--- config.mk ---
export PLATFORM = sky130hd
export DESIGN_NAME = lsu_unit
export DESIGN_NICKNAME = d
export VERILOG_FILES = /design/src/rtl/lsu_unit.sv
export SDC_FILE = /design/constraint.sdc
export NUM_CORES = 1
export LEC_CHECK = 0
export BUFFER_PORTS_ARGS = -buffer_cell sky130_fd_sc_hd__buf_2
export CORE_MARGIN = 2
export CORE_UTILIZATION = 60
export DETAILED_ROUTE_END_ITERATION = 10
export GPL_TIMING_DRIVEN = 0
export PLACE_DENSITY = 0.93
export SYNTH_ARGS = -nofsm -noshare
export SYNTH_HDL_FRONTEND = slang
export SYNTH_SLANG_ARGS = --single-unit
--- constraint.sdc ---
create_clock -name clk_i -period 16.71 [get_ports clk_i]
set_clock_uncertainty 0.15 [all_clocks]
set_input_delay 3.342 -clock clk_i [delete_from_list [all_inputs] [get_ports clk_i]]
set_output_delay 3.342 -clock clk_i [all_outputs]
set_load 0.02 [all_outputs]
--- src/rtl/lsu_unit.sv ---
// Memory-stage load/store unit.
// Takes a decoded load or store and runs it on a word-addressed req/gnt/rvalid
// data bus. An access that straddles a word boundary is issued as two word
// transactions. Load data goes back sign- or zero-extended. The pipeline is
// stalled from the accept cycle until the done pulse.
module lsu_unit #(
    parameter int ADDR_W      = 32,
    parameter bit MISALIGN_EN = 1'b1
) (
    input  logic              clk_i,
    input  logic              rst_i,
    input  logic              req_valid_i,
    output logic              ready_o,
    input  logic [ADDR_W-1:0] addr_i,
    input  logic [31:0]       wdata_i,
    input  logic [3:0]        sl_op_i,
    input  logic              ls_unsign_i,
    input  logic              mem_wren_i,
    output logic              done_o,
    output logic [31:0]       rdata_o,
    output logic              err_o,
    output logic              stall_o,
    output logic              dmem_req_o,
    output logic              dmem_we_o,
    output logic [ADDR_W-1:0] dmem_addr_o,
    output logic [3:0]        dmem_be_o,
    output logic [31:0]       dmem_wdata_o,
    input  logic              dmem_gnt_i,
    input  logic              dmem_rvalid_i,
    input  logic [31:0]       dmem_rdata_i
);

    typedef enum logic [2:0] {
        IDLE  = 3'd0,
        REQ0  = 3'd1,
        WAIT0 = 3'd2,
        REQ1  = 3'd3,
        WAIT1 = 3'd4,
        DONE  = 3'd5
    } state_t;

    state_t            state_r;
    state_t            state_n_s;

    // Decode of the incoming request, consumed on the accept cycle.
    logic [1:0]        off_in_s;
    logic [7:0]        be8_in_s;
    logic [63:0]       wd64_in_s;
    logic              split_in_s;
    logic              legal_in_s;
    logic              err_in_s;
    logic              accept_s;

    // Per-access context held until the access completes.
    logic [1:0]        off_r;
    logic [3:0]        sl_op_r;
    logic              unsign_r;
    logic              wren_r;
    logic              split_r;
    logic              err_r;
    logic [3:0]        be_hi_r;
    logic [31:0]       wd_hi_r;
    logic [31:0]       rd0_r;

    // Next-cycle values for the registered outputs.
    logic              req_n_s;
    logic              we_n_s;
    logic [ADDR_W-1:0] addr_n_s;
    logic [3:0]        be_n_s;
    logic [31:0]       wdata_n_s;
    logic [31:0]       rd0_n_s;
    logic [31:0]       rdata_n_s;
    logic              err_n_s;

    // Shift a two-word read window down by the byte offset, then pick and
    // extend the lanes that the access size asks for.
    function automatic logic [31:0] load_ext(
        input logic [63:0] win,
        input logic [1:0]  off,
        input logic [3:0]  sl_op,
        input logic        uns
    );
        logic [63:0] r64;
        logic [31:0] res;
        r64 = win >> {off, 3'b000};
        case (sl_op)
            4'b0001: res = uns ? {24'h000000, r64[7:0]}  : {{24{r64[7]}}, r64[7:0]};
            4'b0011: res = uns ? {16'h0000, r64[15:0]}   : {{16{r64[15]}}, r64[15:0]};
            4'b1111: res = r64[31:0];
            default: res = 32'h0000_0000;
        endcase
        return res;
    endfunction

    // Lane placement and legality check for the request presented this cycle.
    always_comb begin
        off_in_s   = addr_i[1:0];
        be8_in_s   = {4'b0000, sl_op_i} << off_in_s;
        wd64_in_s  = {32'h0000_0000, wdata_i} << {off_in_s, 3'b000};
        split_in_s = |be8_in_s[7:4];
        legal_in_s = (sl_op_i == 4'b0001) || (sl_op_i == 4'b0011) || (sl_op_i == 4'b1111);
        err_in_s   = !legal_in_s || (split_in_s && !MISALIGN_EN);
        accept_s   = req_valid_i && ready_o;
    end

    // Next state and next bus/result values. Bus fields hold by default, so a
    // request stays stable for as long as the grant is withheld.
    always_comb begin
        state_n_s = state_r;
        req_n_s   = dmem_req_o;
        we_n_s    = dmem_we_o;
        addr_n_s  = dmem_addr_o;
        be_n_s    = dmem_be_o;
        wdata_n_s = dmem_wdata_o;
        rd0_n_s   = rd0_r;
        rdata_n_s = 32'h0000_0000;
        err_n_s   = 1'b0;
        case (state_r)
            IDLE: begin
                if (accept_s) begin
                    // An illegal access still passes through REQ0 but never raises a request.
                    state_n_s = REQ0;
                    req_n_s   = !err_in_s;
                    we_n_s    = mem_wren_i && !err_in_s;
                    addr_n_s  = {addr_i[ADDR_W-1:2], 2'b00};
                    be_n_s    = be8_in_s[3:0];
                    wdata_n_s = wd64_in_s[31:0];
                end else begin
                    req_n_s   = 1'b0;
                end
            end
            REQ0: begin
                if (err_r) begin
                    state_n_s = DONE;
                    err_n_s   = 1'b1;
                end else if (dmem_gnt_i) begin
                    state_n_s = WAIT0;
                    req_n_s   = 1'b0;
                end else begin
                    state_n_s = REQ0;
                end
            end
            WAIT0: begin
                if (dmem_rvalid_i) begin
                    rd0_n_s = dmem_rdata_i;
                    if (split_r) begin
                        state_n_s = REQ1;
                        req_n_s   = 1'b1;
                        addr_n_s  = dmem_addr_o + ADDR_W'(3'd4);
                        be_n_s    = be_hi_r;
                        wdata_n_s = wd_hi_r;
                    end else begin
                        state_n_s = DONE;
                        rdata_n_s = wren_r ? 32'h0000_0000
                                  : load_ext({32'h0000_0000, dmem_rdata_i}, off_r, sl_op_r, unsign_r);
                    end
                end else begin
                    state_n_s = WAIT0;
                end
            end
            REQ1: begin
                if (dmem_gnt_i) begin
                    state_n_s = WAIT1;
                    req_n_s   = 1'b0;
                end else begin
                    state_n_s = REQ1;
                end
            end
            WAIT1: begin
                if (dmem_rvalid_i) begin
                    state_n_s = DONE;
                    rdata_n_s = wren_r ? 32'h0000_0000
                              : load_ext({dmem_rdata_i, rd0_r}, off_r, sl_op_r, unsign_r);
                end else begin
                    state_n_s = WAIT1;
                end
            end
            DONE: begin
                state_n_s = IDLE;
            end
            default: begin
                state_n_s = IDLE;
                req_n_s   = 1'b0;
            end
        endcase
    end

    // State register plus every registered output, all derived from the next state.
    always_ff @(posedge clk_i or posedge rst_i) begin
        if (rst_i) begin
            state_r      <= IDLE;
            ready_o      <= 1'b1;
            stall_o      <= 1'b0;
            done_o       <= 1'b0;
            err_o        <= 1'b0;
            rdata_o      <= 32'h0000_0000;
            dmem_req_o   <= 1'b0;
            dmem_we_o    <= 1'b0;
            dmem_addr_o  <= '0;
            dmem_be_o    <= 4'b0000;
            dmem_wdata_o <= 32'h0000_0000;
            rd0_r        <= 32'h0000_0000;
        end else begin
            state_r      <= state_n_s;
            ready_o      <= (state_n_s == IDLE);
            stall_o      <= (state_n_s != IDLE);
            done_o       <= (state_n_s == DONE);
            err_o        <= err_n_s;
            rdata_o      <= rdata_n_s;
            dmem_req_o   <= req_n_s;
            dmem_we_o    <= we_n_s;
            dmem_addr_o  <= addr_n_s;
            dmem_be_o    <= be_n_s;
            dmem_wdata_o <= wdata_n_s;
            rd0_r        <= rd0_n_s;
        end
    end

    // Capture the access context on acceptance; hold it for the whole access.
    always_ff @(posedge clk_i or posedge rst_i) begin
        if (rst_i) begin
            off_r    <= 2'b00;
            sl_op_r  <= 4'b0000;
            unsign_r <= 1'b0;
            wren_r   <= 1'b0;
            split_r  <= 1'b0;
            err_r    <= 1'b0;
            be_hi_r  <= 4'b0000;
            wd_hi_r  <= 32'h0000_0000;
        end else if (accept_s) begin
            off_r    <= off_in_s;
            sl_op_r  <= sl_op_i;
            unsign_r <= ls_unsign_i;
            wren_r   <= mem_wren_i;
            split_r  <= split_in_s;
            err_r    <= err_in_s;
            be_hi_r  <= be8_in_s[7:4];
            wd_hi_r  <= wd64_in_s[63:32];
        end else begin
            off_r    <= off_r;
            sl_op_r  <= sl_op_r;
            unsign_r <= unsign_r;
            wren_r   <= wren_r;
            split_r  <= split_r;
            err_r    <= err_r;
            be_hi_r  <= be_hi_r;
            wd_hi_r  <= wd_hi_r;
        end
    end

endmodule

==> summary.md, run 1 <==
| Metric | Value |
|---|---|
| Maximum clock rate | `189 MHz` |
| Number of global-route vias before repair | `9786` |
| CP peak stage delay | `0.53 ns` |
| Hold_buf cts | `0` |
| Post-route minimum period | `about 5.3 ns` |
| Clk sinks | `176` |
| CTS Root Cell | `clkbuf_16` |
| Slew margin rel. | `~18%` |
| Clock network latency to the later pin of the worst-skew pair | `0.45 ns` |
| Gr ovfl total | `0` |
| Total GRT Usage | `38.1%` |
| WS Path Type | `primary input to register` |
| Final Setup Violations | `0` |
| Num CTS Buffers | `17` |
| Ys flop type | `dfrtp_1` |
| Setup TNS | `0 ns` |
| Status | `complete, no violations` |
| Hpwl dp | `23.3 mm` |
| Hold_ws | `0.326 ns` |
| Die area | `17800 um^2` |
| Crit Path Max Fanout | `10` |
| Reg2Reg Depth | `6` |
| Total power | `0.00211 W` |
| CTS tree | `built` |
| Post-Syn Area | `10000 um^2` |
| Worst path depth | `7` |
| Longest Clk Path Bufs | `2` |
| Hold Path Class | `register to register` |
| Library cells used by synthesis | `73` |
| Die width | `133 um` |
| Initial antenna violation count | `4` |
| Clock Pin Slew Worst Setup and Hold Paths | `0.06 ns` |
| First-pass GRT wire length | `52.6 mm` |
| Placed cell count | `about 1400` |
| P per Cell Area | `around 180 nW/um^2` |
| Layout area overhead | `19.3%` |
| Hold Vio Cnt, Final | `0` |
| Port bufs | `208` |
| Die Ht | `133 um` |
| Avg Vias per Cell | `7.05` |
| Floorplan row count | `47` |
| Hold-critical path depth | `2` |
| Design area | `approximately 12000 um^2` |
| Antenna-violating nets left | `0` |
| DR pass1 iterations | `6` |
| Register Area | `4410 um^2` |
| Area of the multi-input gates | `between 5000 and 6000 um^2` |
| 1st-iter DRT viols | `around 1900` |
| Slowest cell on the critical path | `clkbuf_1` |
| # Max-Cap Violations | `0` |
| Fin crit share | `a little under a third` |
| CTS resizes | `0` |
| FF+latch count, synth | `between 150 and 200` |
| CP delay by family, top | `simple AND/OR/NAND/NOR gates` |
| CP arrival | `about 5.5 ns` |
| Final net count | `1350` |
| Initial Utilization | `60.9%` |
| Most frequent cell on the critical path | `clkbuf_1` |
| Req. time, crit path | `16.93 ns` |
| Final wirelength | `34.2 mm` |
| Seq/Total Area, Yosys | `43.9%` |
| Routability Congestion | `~0.96` |
| CTS HTree Levels | `4` |
| CP cell instances | `buf_2, or4b_1, clkbuf_1, nor3_2, clkbuf_1, a32oi_1, nand3_1` |
| RSZ-0062 raised after global routing | `false` |
| Largest net degree at the start of global routing | `between 100 and 150` |
| Filler Cell Count | `1164` |
| Setup bufs post-CTS | `0` |
| Pleak | `roughly 5.4 nW` |
| Per-cell routed wire length | `23.2 um` |
| Share of layout cells above drive strength 1 | `a little under 30%` |
| Startpoint types | `primary input` |
| Dpl cell area | `11400 um^2` |
| Synth warn | `0` |
| Post-Syn Area per Cell | `9.90 um^2` |
| Asr flop ratio synth | `100%` |
| Core ar. | `16500 um^2` |
| Top-level port count | `213` |
| Non-filler instance count after layout | `1478` |
| Gate count after technology mapping | `1013` |
| Maximum vdd drop | `0.000105 V` |
| DRC viols | `0` |
| Worst path bufs/invs | `3` |
| Worst setup EP type | `register` |
| Slew @ Worst Pin | `between 1 and 1.5 ns` |
| Post-synth EDFFs | `0` |
| Slew Viols, Final | `0` |
| DR vias | `10400` |
[path summary, 6_finish.rpt]
path,from,to,slack [ns]
max,dmem_rvalid_i,rdata_o[30],11.42
min,dmem_be_o[3],dmem_be_o[3],0.33
max reg2reg,state_r[2],rdata_o[30],13.81
min reg2reg,dmem_be_o[3],dmem_be_o[3],0.33
max in group asynchronous,rst_i,dmem_be_o[0],12.68
min in group asynchronous,rst_i,rdata_o[11],2.75
[placed cells by master (no fill, tap or decap), types with 9 or more instances in the layout]
cell type / n
buf_2: 232
dfrtp_1: 175
nand2_1: 89
mux2_2: 60
a21oi_1: 58
clkbuf_1: 57
mux2i_1: 55
o21ai_0: 54
nor2_1: 53
nand3_1: 39
nor3_1: 34
inv_1: 23
a221oi_1: 23
mux4_2: 21
clkbuf_16: 17
o22ai_1: 16
nor4_1: 14
nor2b_1: 13
buf_1: 12
o41ai_1: 12
nand4_1: 11
and2_1: 11
a22oi_1: 10
o211ai_1: 10
a32oi_1: 10
o221ai_1: 10
o2bb2ai_1: 9
a211oi_1: 9
a22o_1: 9
[stage by stage]
| stage | utilization (%) | setup slack, ns |
|---|---|---|
| 2_1_floorplan | - | 8.45 |
| 6_report | 72.7 | 11.42 |
| 3_5_place_dp | 69.1 | 11.15 |
| 5_1_grt | 72.7 | 11.36 |
| 3_3_place_gp | 68.9 | 6.65 |
| 4_1_cts | 72.6 | 11.62 |
[synth_stat cells, drive strengths merged (16+ instances only)]
cell type  count  area [um^2]
dfrtp        175         4380
nand2         89          334
mux2          60          676
a21oi         58          290
clkbuf        56          210
mux2i         55          551
nor2          55          216
o21ai         54          270
nand3         40          205
buf           39          188
nor3          35          180
inv           24         90.1
a221oi        23          201
mux4          21          473
o22ai         16          100
[state kept, by name (all words and copies together), names as in the netlist]
name / count
rd0_r: 32
dmem_we_o: 1
dmem_addr_o: 30
ready_o: 1
dmem_wdata_o: 32
stall_o: 1
wd_hi_r: 24
sl_op_r: 4
dmem_req_o: 1
dmem_be_o: 4
split_r: 1
off_r: 2
rdata_o: 32
be_hi_r: 3
state_r: 3
err_r: 1
done_o: 1
unsign_r: 1
err_o: 1
wren_r: 1
[worst reg2reg max path, cell delays in order, from the launching register on]
cell	delay, ns
dfrtp_1	0.36
buf_2	0.17
or3b_1	0.37
buf_2	0.19
nor4_2	1.01
a32oi_1	0.38
nand3_1	0.19
[logic make-up after synthesis]
group / count (synthesis) / synth area share, %
other: 1 / 0.0374
muxes: 136 / 16.9
AOI/OAI and AO/OA: 266 / 18.2
DFF: 176 / 43.9
xor gates and xnor gates: 2 / 0.175
and+or+nand+nor: 312 / 15.8
buffers and inverters: 119 / 4.87
adders and majority gates: 1 / 0.125
[layer usage]
metal,up-vias,GRT usage (%),part of all wire (%)
li1,4298,-,-
met1,4898,50.1,36
met2,993,57.2,45
met3,231,13.4,14
met4,0,17.5,5.4
met5,-,0,0
[area by class of cell]
cell class | count | area share, %
multi-input cells | 719 | 42.9
diodes | 4 | 0.0836
clock buffers | 21 | 3.93
well taps | 220 | 2.30
plain buffers | 95 | 3.32
inverters | 24 | 0.815
flip-flops and latches | 176 | 36.8
repair buffers | 209 | 8.93
clock inverters | 10 | 0.857
[where the power goes]
part / switching, W / leakage [nW] / internal, W
Combinational: 0.000577 / 2.93 / 0.000379
Sequential: 0.000161 / 2.22 / 0.000598
Clock: 0.000176 / 0.277 / 0.000218
Power figures use the tool's default switching activity.
==> run 2: changes to the inputs <==
--- a/config.mk
+++ b/config.mk
@@ -5,12 +5,13 @@
 export SDC_FILE = /design/constraint.sdc
 export NUM_CORES = 1
 export LEC_CHECK = 0
+export ABC_AREA = 1
 export BUFFER_PORTS_ARGS = -buffer_cell sky130_fd_sc_hd__buf_2
 export CORE_MARGIN = 2
-export CORE_UTILIZATION = 60
+export CORE_UTILIZATION = 51
 export DETAILED_ROUTE_END_ITERATION = 10
 export GPL_TIMING_DRIVEN = 0
-export PLACE_DENSITY = 0.93
+export PLACE_DENSITY = 0.84
 export SYNTH_ARGS = -nofsm -noshare
 export SYNTH_HDL_FRONTEND = slang
 export SYNTH_SLANG_ARGS = --single-unit
==> constraint.sdc (replaced) <==
create_clock -name clk_i -period 4.65 [get_ports clk_i]
set_clock_uncertainty 0.15 [all_clocks]
set_input_delay 0.93 -clock clk_i [delete_from_list [all_inputs] [get_ports clk_i]]
set_output_delay 0.93 -clock clk_i [all_outputs]
set_load 0.02 [all_outputs]
==> summary.md, run 2 <==
| Metric | Value |
|---|---|
| Clock Pin Slew Worst Setup and Hold Paths | `0.08 ns (+0.02 ns)` |
| Die width | `147 um (+10%)` |
| Most frequent cell on the critical path | `nand2_1` |
| Slew Viols, Final | `0 (unchanged)` |
| Startpoint types | `primary input` |
| RSZ-0062 raised after global routing | `false` |
| CP cell instances | `buf_2, nand2_1, inv_1, nand3_1, o21ai_4, inv_2, clkbuf_1, nand2_1, o21ai_0` |
| Hold Path Class | `register to register` |
| Hpwl dp | `29.4 mm (+26%)` |
| Slew margin rel. | `55.8% (+38 points)` |
| DRC viols | `0 (unchanged)` |
| Final net count | `1895 (+40%)` |
| Crit Path Max Fanout | `10 (unchanged)` |
| Total GRT Usage | `35.5% (-2.6 points)` |
| DR pass1 iterations | `6 (unchanged)` |
| Reg2Reg Depth | `8 (+2)` |
| Seq/Total Area, Yosys | `42.3% (-1.7 points)` |
| Die area | `21600 um^2 (+22%)` |
| Worst setup path endpoint | `dmem_be_o[3]` |
| CTS HTree Levels | `4 (unchanged)` |
| Count leader, synth | `nand2_1` |
| Filler Cell Count | `1932 (+66%)` |
| Gate count after technology mapping | `1554 (+53%)` |
| Routability Congestion | `1.02 (+6.0%)` |
| Top flop regs | `dmem_wdata_o (32), rd0_r (32), rdata_o (32)` |
| Largest net degree at the start of global routing | `43 (-66%)` |
| Maximum vdd drop | `0.000321 V (+210%)` |
| Library cells used by synthesis | `36 (-51%)` |
| Pre-CTS worst setup slack | `1.74 ns (-9.42 ns)` |
| Slew @ Worst Pin | `0.662 ns (-0.560 ns)` |
| Commonest cells after routing, fill and taps aside | `nand2_1, buf_2, o21ai_0` |
| Slowest cell on the critical path | `clkbuf_1` |
| Final worst slack | `2.12 ns (-9.30 ns)` |
| Utilization after layout | `62.0% (-11 points)` |
| Layout area overhead | `20.0%` |
| Core ar. | `20200 um^2 (+22%)` |
| Post-synth EDFFs | `0 (unchanged)` |
| Final wirelength | `38.4 mm (+12%)` |
| Hold_ws | `0.331 ns (+0.00511 ns)` |
| Post-route minimum period | `around 2.5 ns` |
| Port bufs | `209 (+0.48%)` |
| Clk sinks | `176 (unchanged)` |
| CTS resizes | `0 (unchanged)` |
| Hold Vio Cnt, Final | `0 (unchanged)` |
| Asr flop ratio synth | `100% (unchanged)` |
| Post-Syn Area | `10400 um^2 (+3.9%)` |
| Post-Syn Area per Cell | `6.71 um^2 (-32%)` |
| Worst setup EP type | `register` |
| Avg Vias per Cell | `5.64 (-20%)` |
| CTS Root Cell | `clkbuf_16` |
| 1st-iter DRT viols | `1429 (-26%)` |
| Initial antenna violation count | `1 (-3)` |
| Status | `complete, no violations` |
| Setup TNS | `0 ns (unchanged)` |
| Pleak | `6.61 nW (+22%)` |
| FF+latch count, synth | `176 (unchanged)` |
| Synth warn | `0 (unchanged)` |
| # Max-Cap Violations | `0 (unchanged)` |
| Maximum clock rate | `396 MHz` |
| Top-level port count | `213 (unchanged)` |
| Main area contributors after synthesis | `dfrtp_1, nand2_1, o21ai_0` |
| Reg-to-Reg Start | `ready_o` |
| Die Ht | `147 um (+10%)` |
| Fin crit share | `54.3%` |
| CTS tree | `built` |
| Reg2reg setup slack | `2.16 ns (-11.65 ns)` |
| Longest Clk Path Bufs | `2 (unchanged)` |
| Most frequent cells after synthesis | `nand2_1, o21ai_0, dfrtp_1` |
| Yosys top cell by area | `dfrtp_1` |
| Register Area | `4410 um^2 (unchanged)` |
| Design area | `12500 um^2 (+4.5%)` |
| Antenna-violating nets left | `0 (unchanged)` |
| Share of layout cells above drive strength 1 | `17.4% (-12 points)` |
| Initial Utilization | `51.7% (-9.2 points)` |
| First-pass GRT wire length | `59.4 mm (+13%)` |
| Dpl cell area | `11900 um^2 (+4.5%)` |
| Critical Path Source | `req_valid_i` |
| Hold_buf cts | `0 (unchanged)` |
| Share of the synthesized area in the top cell type | `42.0% (-1.6 points)` |
| Ys flop type | `dfrtp_1` |
| Setup bufs post-CTS | `0 (unchanged)` |
| P per Cell Area | `597 nW/um^2 (+240%)` |
| Per-cell routed wire length | `18.5 um (-20%)` |
| DR vias | `11700 (+12%)` |
| Worst hold start | `dmem_wdata_o[12]` |
| CP arrival | `2.73 ns (-2.78 ns)` |
| Num CTS Buffers | `17 (unchanged)` |
| Number of global-route vias before repair | `10800 (+11%)` |
| WS Path Type | `primary input to register` |
| Clock network latency to the later pin of the worst-skew pair | `0.44 ns (about the same)` |
| Final Setup Violations | `0 (unchanged)` |
| Worst R2R End | `dmem_addr_o[15]` |
| Floorplan row count | `52 (+11%)` |
| CP peak stage delay | `0.47 ns (-0.06 ns)` |
| Commonest non-fill, non-tap cell in the layout | `nand2_1` |
| Gr ovfl total | `0 (unchanged)` |
| Area of the multi-input gates | `5150 um^2 (+0.17%)` |
| Req. time, crit path | `4.86 ns (-12.07 ns)` |
-- run 2: changes by cell type in the layout (fill, tap and decap cells not counted), sizes merged, moves of 47 or more --
| cell | delta |
|---|---|
| nand3 | +68 |
| mux2i | -47 |
| inv | +97 |
| nand2 | +504 |
| o21ai | +149 |
| mux2 | -60 |
| nor2 | +88 |
-- run 2: per-stage QoR --
step | std cells | power [W]
floorplan | 1555 | 0.00467
global placement | 2034 | 0.00581
detailed placement | 2038 | 0.00588
CTS | 2070 | 0.00737
global route | 2071 | 0.00793
finish | 2071 | 0.00747
-- run 2: cell families (layout without fill, tap and decap cells) --
logic type / count (synthesis) / in the layout / share of synthesized area, %
xor gates and xnor gates: 1 / 1 / 0.0841
other: 1 / 3 / 0.0360
DFF: 176 / 176 / 42.3
and+or+nand+nor: 870 / 870 / 33.4
AOI/OAI and AO/OA: 290 / 290 / 15.0
adders and majority gates: 1 / 1 / 0.120
muxes: 8 / 8 / 0.768
buffers and inverters: 207 / 452 / 8.36
-- run 2: per-layer routing --
layer | track usage [%] | share of wire, %
met4 | 13.7 | 3.9
met5 | 0 | 0
met2 | 53.0 | 43
met3 | 8.04 | 11
met1 | 50.6 | 42
-- run 2: worst min-delay path by stage --
stage,cells after the start,to,slack (ns)
finish,2,dmem_wdata_o[12],0.33
floorplan,2,rd0_r[4],0.29
CTS,2,dmem_wdata_o[13],0.33
global route,2,dmem_wdata_o[12],0.36
global placement,2,rd0_r[4],0.31
detailed placement,2,dmem_wdata_o[12],0.31
-- run 2: critical path, delay by kind of cell --
kind | cells | cell delay (ns)
AO/OA/AOI/OAI | 2 | 0.27
buffers and inverters | 4 | 0.89
AND/OR/NAND/NOR | 3 | 0.64
-- run 2: report_power, final --
group          leakage (nW)  internal [W]  switching (W)
Sequential             2.24       0.00209       0.000458
Clock                 0.293      0.000735       0.000753
Combinational          4.08       0.00103        0.00241
-- run 2: cell type report --
cell class / count / share of cell area, %
Antenna cell: 1 / 0.0200
Buffer: 91 / 3.48
Clock buffer: 17 / 3.40
Clock inverter: 15 / 1.44
Inverter: 116 / 3.51
Multi-Input combinational cell: 1172 / 41.2
Sequential cell: 176 / 35.2
Tap cell: 270 / 2.70
Timing Repair Buffer: 213 / 9.01
